===== config.mk =====
export PLATFORM = sky130hd
export DESIGN_NAME = freq_meter_mc
export DESIGN_NICKNAME = d
export VERILOG_FILES = /design/src/rtl/freq_meter_mc_pkg.sv /design/src/rtl/freq_meter_mc_ch.sv /design/src/rtl/freq_meter_mc.sv
export SDC_FILE = /design/constraint.sdc
export NUM_CORES = 2
export LEC_CHECK = 0
export BUFFER_PORTS_ARGS = -buffer_cell sky130_fd_sc_hd__buf_2
export CAP_MARGIN = 20
export CORE_MARGIN = 4
export CORE_UTILIZATION = 45
export CTS_CLUSTER_DIAMETER = 60
export CTS_CLUSTER_SIZE = 24
export DETAILED_ROUTE_END_ITERATION = 10
export GPL_ROUTABILITY_DRIVEN = 1
export GPL_TIMING_DRIVEN = 0
export PLACE_DENSITY = 0.65
export SETUP_SLACK_MARGIN = 0.4
export SLEW_MARGIN = 30
export SYNTH_ARGS = -nofsm -noshare
export SYNTH_HDL_FRONTEND = slang
export SYNTH_SLANG_ARGS = --single-unit

===== constraint.sdc =====
create_clock -name clk_i -period 2.6 [get_ports clk_i]
set_clock_uncertainty 0.1 [all_clocks]
set_input_delay 0.52 -clock clk_i [delete_from_list [all_inputs] [get_ports clk_i]]
set_output_delay 0.52 -clock clk_i [all_outputs]
set_load 0.05 [all_outputs]

===== src/rtl/freq_meter_mc_pkg.sv =====
// Shared types for the multi-channel reciprocal frequency / duty meter.
package freq_meter_pkg;

  // Widest counter any instance may use; results are carried at this width
  // between the channel holding register and the output register.
  localparam int RES_CNT_W = 32;

  typedef enum logic [2:0] {
    ST_IDLE  = 3'd0,
    ST_ARM   = 3'd1,
    ST_MEAS  = 3'd2,
    ST_CLOSE = 3'd3,
    ST_DONE  = 3'd4
  } ch_state_e;

  typedef enum logic {
    MODE_FREQ = 1'b0,
    MODE_DUTY = 1'b1
  } meas_mode_e;

  typedef struct packed {
    logic                 ovf;
    logic [RES_CNT_W-1:0] ref_cnt;
    logic [RES_CNT_W-1:0] val_cnt;
  } res_t;

endpackage


===== src/rtl/freq_meter_mc_ch.sv =====
// One measurement channel: synchroniser, rise detect, window FSM, counters
// and a single-entry holding register with a pending flag.
//
// state  | meaning
// IDLE   | channel off; waits for run & enable
// ARM    | waiting for the rise that opens a window (that edge is not counted)
// MEAS   | gate timer running; ref / value counters running
// CLOSE  | gate expired; counters still run until the closing rise (counted)
// DONE   | one cycle; result goes to the holding register or is dropped
module freq_meter_ch
  import freq_meter_pkg::*;
#(
  parameter int CNT_W       = 32,
  parameter int SYNC_STAGES = 2
) (
  input  logic             clk_i,
  input  logic             rst_n_i,
  input  logic             i_sig,
  input  logic             i_run,
  input  logic             i_en,
  input  logic             i_mode,
  input  logic [CNT_W-1:0] i_gate_time,
  input  logic             i_take,
  output logic             o_pend,
  output res_t             o_res,
  output logic             o_lost
);

  localparam logic [CNT_W-1:0] CNT_MAX = '1;

  logic [SYNC_STAGES-1:0] r_sync;
  logic                   r_sig_d;
  logic                   w_sig;
  logic                   w_rise;
  logic                   w_val_inc;

  ch_state_e              r_state;
  meas_mode_e             r_mode;
  logic [CNT_W-1:0]       r_gate_time;
  logic [CNT_W-1:0]       r_gate_cnt;
  logic [CNT_W-1:0]       r_ref_cnt;
  logic [CNT_W-1:0]       r_val_cnt;
  logic                   r_ovf;
  res_t                   r_hold;
  logic                   r_pend;
  logic                   r_lost;

  // Bring the asynchronous pin into clk_i and keep one delayed copy for edge detect
  always_ff @(posedge clk_i or negedge rst_n_i) begin
    if (!rst_n_i) begin
      r_sync  <= '0;
      r_sig_d <= 1'b0;
    end else begin
      r_sync  <= {r_sync[SYNC_STAGES-2:0], i_sig};
      r_sig_d <= r_sync[SYNC_STAGES-1];
    end
  end

  assign w_sig     = r_sync[SYNC_STAGES-1];
  assign w_rise    = w_sig & ~r_sig_d;
  // FREQ counts rising edges, DUTY counts reference cycles with the signal high
  assign w_val_inc = (r_mode == MODE_FREQ) ? w_rise : w_sig;

  // Window FSM, counters and holding register
  always_ff @(posedge clk_i or negedge rst_n_i) begin
    if (!rst_n_i) begin
      r_state     <= ST_IDLE;
      r_mode      <= MODE_FREQ;
      r_gate_time <= '0;
      r_gate_cnt  <= '0;
      r_ref_cnt   <= '0;
      r_val_cnt   <= '0;
      r_ovf       <= 1'b0;
      r_hold      <= '0;
      r_pend      <= 1'b0;
      r_lost      <= 1'b0;
    end else begin
      r_lost <= 1'b0;
      if (i_take) begin
        r_pend <= 1'b0;
      end

      case (r_state)
        ST_IDLE: begin
          if (i_run && i_en) begin
            r_state     <= ST_ARM;
            r_mode      <= meas_mode_e'(i_mode);
            r_gate_time <= i_gate_time;
          end
        end

        ST_ARM: begin
          if (!i_en) begin
            r_state <= ST_IDLE;
          end else if (w_rise) begin
            // Configuration is taken at the opening edge so it applies to the whole window
            r_state     <= ST_MEAS;
            r_mode      <= meas_mode_e'(i_mode);
            r_gate_time <= i_gate_time;
            r_gate_cnt  <= '0;
            r_ref_cnt   <= '0;
            r_val_cnt   <= '0;
            r_ovf       <= 1'b0;
          end
        end

        ST_MEAS, ST_CLOSE: begin
          if (!i_en) begin
            r_state <= ST_IDLE;
          end else if (r_ref_cnt == CNT_MAX) begin
            // Reference counter full: the signal has stalled, close without an edge
            r_ovf   <= 1'b1;
            r_state <= ST_DONE;
          end else begin
            r_ref_cnt <= r_ref_cnt + 1'b1;
            if (w_val_inc) begin
              if (r_val_cnt == CNT_MAX) begin
                r_ovf <= 1'b1;
              end else begin
                r_val_cnt <= r_val_cnt + 1'b1;
              end
            end
            if (r_state == ST_MEAS) begin
              if (r_gate_cnt != CNT_MAX) begin
                r_gate_cnt <= r_gate_cnt + 1'b1;
              end
              if (r_gate_cnt == r_gate_time) begin
                r_state <= ST_CLOSE;
              end
            end else if (w_rise) begin
              r_state <= ST_DONE;
            end
          end
        end

        ST_DONE: begin
          if (r_pend) begin
            r_lost <= 1'b1;
          end else begin
            r_hold.ovf     <= r_ovf;
            r_hold.ref_cnt <= RES_CNT_W'(r_ref_cnt);
            r_hold.val_cnt <= RES_CNT_W'(r_val_cnt);
            r_pend         <= 1'b1;
          end
          // The closing rise has already been consumed, so ARM waits for the next one
          r_state <= (i_run && i_en) ? ST_ARM : ST_IDLE;
        end

        default: r_state <= ST_IDLE;
      endcase
    end
  end

  assign o_pend = r_pend;
  assign o_res  = r_hold;
  assign o_lost = r_lost;

endmodule


===== src/rtl/freq_meter_mc.sv =====
// Multi-channel reciprocal frequency / duty meter: N_CH channel instances,
// a round-robin arbiter over their pending results and one output register
// feeding a valid/ready stream.
module freq_meter_mc
  import freq_meter_pkg::*;
#(
  parameter int N_CH        = 4,
  parameter int CNT_W       = 32,
  parameter int SYNC_STAGES = 2
) (
  input  logic                    clk_i,
  input  logic                    rst_n_i,
  input  logic [N_CH-1:0]         sig_i,
  input  logic                    run_i,
  input  logic [N_CH-1:0]         ch_en_i,
  input  logic                    mode_i,
  input  logic [CNT_W-1:0]        gate_time_i,
  output logic                    res_valid_o,
  input  logic                    res_ready_i,
  output logic [$clog2(N_CH)-1:0] res_ch_o,
  output logic [2*CNT_W-1:0]      res_data_o,
  output logic                    res_ovf_o,
  output logic [N_CH-1:0]         lost_o
);

  localparam int CH_W = $clog2(N_CH);

  logic [N_CH-1:0] w_pend;
  logic [N_CH-1:0] w_take;
  res_t            w_res [N_CH];
  res_t            w_sel;
  logic            w_grant_vld;
  logic [CH_W-1:0] w_grant_ch;
  logic            w_load;

  logic [CH_W-1:0]    r_ptr;
  logic               r_valid;
  logic [CH_W-1:0]    r_ch;
  logic [2*CNT_W-1:0] r_data;
  logic               r_ovf;

  for (genvar c = 0; c < N_CH; c++) begin : g_ch
    freq_meter_ch #(
      .CNT_W       (CNT_W),
      .SYNC_STAGES (SYNC_STAGES)
    ) u_ch (
      .clk_i       (clk_i),
      .rst_n_i     (rst_n_i),
      .i_sig       (sig_i[c]),
      .i_run       (run_i),
      .i_en        (ch_en_i[c]),
      .i_mode      (mode_i),
      .i_gate_time (gate_time_i),
      .i_take      (w_take[c]),
      .o_pend      (w_pend[c]),
      .o_res       (w_res[c]),
      .o_lost      (lost_o[c])
    );
  end

  // Round-robin pick: first pending channel at or after the pointer
  always_comb begin
    w_grant_vld = 1'b0;
    w_grant_ch  = '0;
    for (int k = N_CH - 1; k >= 0; k--) begin
      if (w_pend[CH_W'((int'(r_ptr) + k) % N_CH)]) begin
        w_grant_vld = 1'b1;
        w_grant_ch  = CH_W'((int'(r_ptr) + k) % N_CH);
      end
    end
  end

  // Output register takes a new result when empty or being emptied this cycle
  assign w_load = w_grant_vld & (~r_valid | res_ready_i);
  assign w_sel  = w_res[w_grant_ch];

  // Tell the granted channel its holding register has been consumed
  always_comb begin
    w_take = '0;
    if (w_load) begin
      w_take[w_grant_ch] = 1'b1;
    end
  end

  // Output register and round-robin pointer
  always_ff @(posedge clk_i or negedge rst_n_i) begin
    if (!rst_n_i) begin
      r_ptr   <= '0;
      r_valid <= 1'b0;
      r_ch    <= '0;
      r_data  <= '0;
      r_ovf   <= 1'b0;
    end else begin
      if (w_load) begin
        r_valid <= 1'b1;
        r_ch    <= w_grant_ch;
        r_data  <= {w_sel.ref_cnt[CNT_W-1:0], w_sel.val_cnt[CNT_W-1:0]};
        r_ovf   <= w_sel.ovf;
        r_ptr   <= CH_W'((int'(w_grant_ch) + 1) % N_CH);
      end else if (res_ready_i) begin
        r_valid <= 1'b0;
      end
    end
  end

  assign res_valid_o = r_valid;
  assign res_ch_o    = r_ch;
  assign res_data_o  = r_data;
  assign res_ovf_o   = r_ovf;

endmodule

# == Word level (Yosys, flattened, before mapping) ==
# Index checks and enable logic that the tools add are counted.
# totals
regBits,882
latch_bits,0
ramBits,0
mem_bits_ro,0
elab_cells,450
mem_count,0
# op_classes
addsub,16
mul,0
div,0
order_cmp,7
eq_ne,88
n_shift,0
n_mux,212
bitwise_logic,16
n_reduce_logical,50
# ops
op,count
$mux 32,60
$pmux 32 s2,16
$add 32x1->32 const B,12
$eq 32x32->1 const B,8
$bmux 65 s2,1
$mux 65,2
$eq 32x32->1,4
$ne 32x32->1 const B,4
$mux 3,32
$mux 1,79
$reduce_and 7->1,8
$pmux 3 s4,4
$ne 2x1->1 const B,20
$ne 2x2->1 const B,16
$reduce_and 4->1,8
$eq 3x2->1 const B,8
$ne 3x1->1 const B,8
$reduce_and 6->1,4
$ne 5x2->1 const B,4
$ne 5x4->1 const B,4
$reduce_and 5->1,4
$reduce_bool 2->1,9
$lt 2x4->1 const B,4
$pmux 1 s2,8
other kinds (20),62

# == Logic depth before layout (Yosys ltp) ==
# logic_depth
depth_word,16
ltp_mapped,10
ltp_nobuf,8

# == Hierarchy ==
# From an unflattened synthesis, not the netlist that was laid out.
# unflattened
cells_unflattened,4038
area_unflattened_um2,43645.6
# by_module_without_submodules
mod,instances,cells_each,area_per_inst_um2,seq_area_each_um2
freq_meter_ch (g_ch[0].u_ch ...),2,911,9887.0,5079.9
freq_meter_ch (g_ch[3].u_ch),1,943,10018.4,5079.9
freq_meter_ch (g_ch[1].u_ch),1,873,9606.7,5079.9
freq_meter_mc,1,400,4246.6,1751.7

# == Least setup slack after synthesis ==
# Ideal clock, no wire load.
# synth_path
path_type,input to register
from,input port ch_en_i[2]
to,register g_ch[2].u_ch.r_val_cnt[28]
arrival_time_ns,2.313
t_required_ns,2.433
slack_ns,0.120
stages,9
path_buffers,2
path_cell_list,buf_2 nor2b_1 a21boi_2 o31ai_4 and2_1 buf_2 nor3_1 or4b_1 nand2_1
# synth_via
elab_chain_cells,2
# synth_rtl
item,line_no,source
start: declaration,freq_meter_mc.sv:15,"input logic [N_CH-1:0] ch_en_i,"
$ne 2x2->1 (no source line),n/a,
$reduce_and 7->1 (no source line) (*),n/a,
end signal: assignment,freq_meter_mc_ch.sv:120,r_val_cnt <= r_val_cnt + 1'b1;
end: declaration,freq_meter_mc_ch.sv:42,logic [CNT_W-1:0] r_val_cnt;
# Mark *: on every way between the ends. The rest lies on a longest branch, timed or not.
# A chain may end at the register's enable or synchronous reset.

# == Final worst setup path ==
# layout_path
from,register g_ch[2].u_ch.r_ref_cnt[3]
to,register g_ch[2].u_ch.r_ref_cnt[24]
# layout_via
elab_chain_cells,4
# layout_rtl
item,line_no,source
start: declaration,freq_meter_mc_ch.sv:41,logic [CNT_W-1:0] r_ref_cnt;
start signal: assignment,freq_meter_mc_ch.sv:115,r_ref_cnt <= r_ref_cnt + 1'b1;
$add 32x1->32,freq_meter_mc_ch.sv:115,
$mux 32,freq_meter_mc_ch.sv:110,end else if (r_ref_cnt == CNT_MAX) begin
$mux 32,freq_meter_mc_ch.sv:108,if (!i_en) begin
$pmux 32 s2,freq_meter_mc_ch.sv:83,case (r_state)
# Parallel ways exist; a longest one is shown, timed or not. The select of a mux whose other input is x is not followed.

==> reports/results.txt <==
Routed vias: 33.8k
Met2 GRT Util: 41.2%
Total Wirelength: 130000 um
Asr flop ratio synth: 100%
Clk root buf: clkbuf_16
Tmin final: 2.70 ns
Simple-gate share of the synthesized area: 20.6%
Synthesis-stage register bit count: 882
Maximum VDD drop: 0.691 mV
Outcome: complete, but fails checks
Worst Tran Pin Value: 1.05 ns
Post-DRT Antenna Nets: 0
FILL cells: 7740
Critical Path Start: g_ch[2].u_ch.r_ref_cnt[3]$_DFFE_PN0P_
Gate count of the mapped netlist: 4159
Xor/xnor share of the synthesized area: 8.87%
Width of the die: 314 um
Critical path cell sequence: nand4_1, nor4_2, clkbuf_1, nand3_1, nor2_1, xnor2_1, nor2_1
Clock transition at path regs: 0.08 ns
First-pass GRT wire length: 195000 um
Flop2flop setup slack: -0.1 ns
# H-tree levels: 3
Slowest CP cell: nor4_2
Final Max Tran Viols: 0
Number of synthesized flops with an enable pin: 0
WP depth: 7
Vias per cell: 5.68
Final period utilization: 104%
PD cells: 880 mW/mm^2
Ports: 117
Main combinational cell family by area after synthesis: simple AND/OR/NAND/NOR gates
Crit path DAT: 3.15 ns
Total negative slack: -0.127 ns
CTS Buf Count: 79
Startpoint types: flop
Pre-antenna DRT Iters: 5
Commonest non-fill, non-tap cell in the layout: dfrtp_1
Routed length per placed instance: 21.9 um
Clk buf depth: 3
Most frequent CP cell: nor2_1
CP max stage delay: 0.60 ns
Row cnt: 112
Leak: 24.4 nW
Crit end category: flop
Final Wtd Congestion: 0.911
Power Total: 46.9 mW
Clock sink count: 882
Register area: 0.0221 mm^2
Share of layout cells above drive strength 1: 32.4%
CTS tree: done
Setup Viol. Count Final: 4
GR Overflow Total: 0
Fmax: 371 MHz
Post-DP HPWL: 90000 um
RSZ-0062 raised after global routing: true
Min-delay worst type: primary input to flop
Max Cap Viol: 0
Violated checks: negative setup slack
Adder-Cell Fraction of Synth Area: 0.474%
CP Capture Point: g_ch[2].u_ch.r_ref_cnt[24]$_DFFE_PN0P_
Final net count: 4685
Warnings from Yosys: 0
Met3 Track Usage GR: 3.82%
Vias in the first global route: 32.6k
Maximum number of pins on one net before global-route repair: 123
PortBufs: 114
Critical path buffers and inverters: 1
Core area: 0.0932 mm^2
WS Path Type: flop to flop
Synth-to-Final Area Change: 26.2%
Starting DRC count in detailed routing: 3144
Synth Cell Area: 0.0422 mm^2
DR DRC count: 0
CP Max Fanout: 10
Compound-Gate Fraction of Synth Area: 4.72%
Area of the multi-input gates: 0.0215 mm^2
Final hold viol count: 0
Primary FF master, synth: dfrtp_1
Commonest non-fill, non-tap cells in the layout: 821 x dfrtp_1, 561 x nor2_1, 394 x mux2_2
Initial Util: 45.3%
Sequential share of the synthesized area: 52.3%
Worst skew pair latency: 0.68 ns
R2R Path Start: g_ch[2].u_ch.r_ref_cnt[3]$_DFFE_PN0P_
Cell variety after synth: 69
Post-synthesis mux area share: 10.7%
Syn_nets: 4220
Final worst slack: -0.0985 ns
Relative slew slack: 29.8%
Hold path depth: 2
Req. time, crit path: 3.05 ns
Avg Inst Size Synth: 10.2 um^2
Reg2Reg Depth: 7
GRT met1 Usage: 34.7%
Initial antenna violation count: 6
GRT Max-Usage Layer: met2
Chip Height: 314 um
Reg-to-Reg End: g_ch[2].u_ch.r_ref_cnt[24]$_DFFE_PN0P_
Crit path max-delay family: simple AND/OR/NAND/NOR gates
Die area: 0.0988 mm^2
GRT Total Usage: 25.5%
## sequential cells by signal, indices dropped and copies added, names as in the netlist, 8 cells and up
signal	count
g_ch.u_ch.r_gate_time	128
g_ch.u_ch.r_sync	8
g_ch.u_ch.r_gate_cnt	128
g_ch.u_ch.r_val_cnt	128
g_ch.u_ch.o_res	260
g_ch.u_ch.r_ref_cnt	128
g_ch.u_ch.r_state	12
res_data_o	64
## metal layers
| layer | vias to the layer above | part of all wire (%) |
|---|---|---|
| li1 | 15400 | - |
| met1 | 16900 | 42 |
| met5 | - | 0.010 |
| met2 | 1119 | 47 |
| met3 | 316 | 6.2 |
| met4 | 2 | 4.9 |
## cell type report
| type | count | area share [%] |
|---|---|---|
| Inverter | 49 | 0.368 |
| Antenna cell | 2 | 0.00939 |
| Clock buffer | 85 | 3.81 |
| Tap cell | 1254 | 2.94 |
| Buffer | 208 | 3.26 |
| Timing Repair Buffer | 381 | 6.06 |
| Clock inverter | 63 | 1.62 |
| Sequential cell | 882 | 41.5 |
| Multi-Input combinational cell | 3023 | 40.4 |
## worst min path at each step
| stage | start | slack, ns | endpoint |
|---|---|---|---|
| 2_1_floorplan | rst_n_i | 0.12 | g_ch[0].u_ch.o_lost$_DFF_PN0_ |
| 3_3_place_gp | g_ch[1].u_ch.r_sync[0]$_DFF_PN0_ | 0.24 | g_ch[1].u_ch.r_sync[1]$_DFF_PN0_ |
| 3_5_place_dp | g_ch[1].u_ch.r_sync[0]$_DFF_PN0_ | 0.24 | g_ch[1].u_ch.r_sync[1]$_DFF_PN0_ |
| 4_1_cts | mode_i | 0.03 | g_ch[3].u_ch.r_mode$_DFFE_PN0P_ |
| 5_1_grt | mode_i | 0.04 | g_ch[3].u_ch.r_mode$_DFFE_PN0P_ |
| 6_report | mode_i | 0.06 | g_ch[3].u_ch.r_mode$_DFFE_PN0P_ |
## cell usage after synthesis (5+ instances only)
| library cell | n | area, um^2 |
|---|---|---|
| a21o_1 | 10 | 75.1 |
| a21oi_1 | 72 | 360 |
| a31oi_1 | 6 | 37.5 |
| and2_1 | 25 | 156 |
| and3_1 | 80 | 500 |
| and4_1 | 30 | 263 |
| buf_1 | 12 | 45.0 |
| buf_2 | 20 | 100 |
| buf_4 | 7 | 52.6 |
| clkbuf_1 | 168 | 631 |
| dfrtp_1 | 882 | 22100 |
| ha_1 | 16 | 200 |
| inv_1 | 48 | 180 |
| mux2_2 | 395 | 4450 |
| mux2i_1 | 6 | 60.1 |
| nand2_1 | 399 | 1500 |
| nand2b_1 | 6 | 37.5 |
| nand3_1 | 246 | 1230 |
| nand4_1 | 154 | 963 |
| nor2_1 | 603 | 2260 |
| nor2b_1 | 10 | 62.6 |
| nor3_1 | 102 | 510 |
| nor3b_1 | 6 | 45.0 |
| nor4_1 | 70 | 438 |
| nor4b_1 | 8 | 70.1 |
| o211ai_1 | 6 | 45.0 |
| o21ai_0 | 209 | 1050 |
| o31ai_1 | 7 | 52.6 |
| or2_2 | 5 | 31.3 |
| or3_1 | 57 | 357 |
| or4_1 | 8 | 60.1 |
| xnor2_1 | 170 | 1490 |
| xor2_1 | 258 | 2260 |
## worst reg2reg max path: stages, from the launching register on
cell and delay, ns:
dfrtp_2 0.45, nand4_1 0.20, nor4_2 0.60, clkbuf_1 0.46
nand3_1 0.24, nor2_1 0.26, xnor2_1 0.21, nor2_1 0.07
## where the power goes
part	leakage (nW)	switching (mW)	internal [mW]
combinational	11.2	10.6	6.66
sequential	11.8	1.41	15.4
clock	1.39	6.40	6.49
## repair_timing
| item | CTS | global route |
|---|---|---|
| endpoints found under the setup margin | 853 | 912 |
| pin swaps | 95 | 177 |
| resized for setup | 560 | 384 |
| buffers inserted | 129 | 100 |
| gates cloned | 12 | 13 |
| hold endpoints to repair | 76 | 0 |
| hold buffers | 5 | 0 |
## cell families after synthesis
group / after synthesis
buf+inv: 257
fa+ha+maj: 16
mux: 402
xor+xnor: 428
flops: 882
simple gates: 1827
compound gates: 347
## per-stage QoR
stage                     hold WS, ns  cells  setup slack, ns  area [um^2]  utilization, %
final                          0.0551   5947          -0.0985        53300            57.2
after global routing           0.0367   5947           -0.158        53300            57.2
after CTS                      0.0299   5832           0.0124        51100            54.8
after detailed placement        0.239   5538            -1.16        45100            48.4
after global placement          0.238   5527           -18.56        44800            48.1
after floorplan                 0.124   4159            0.232        42700               -
No activity file was read; power rests on OpenSTA's default activity.
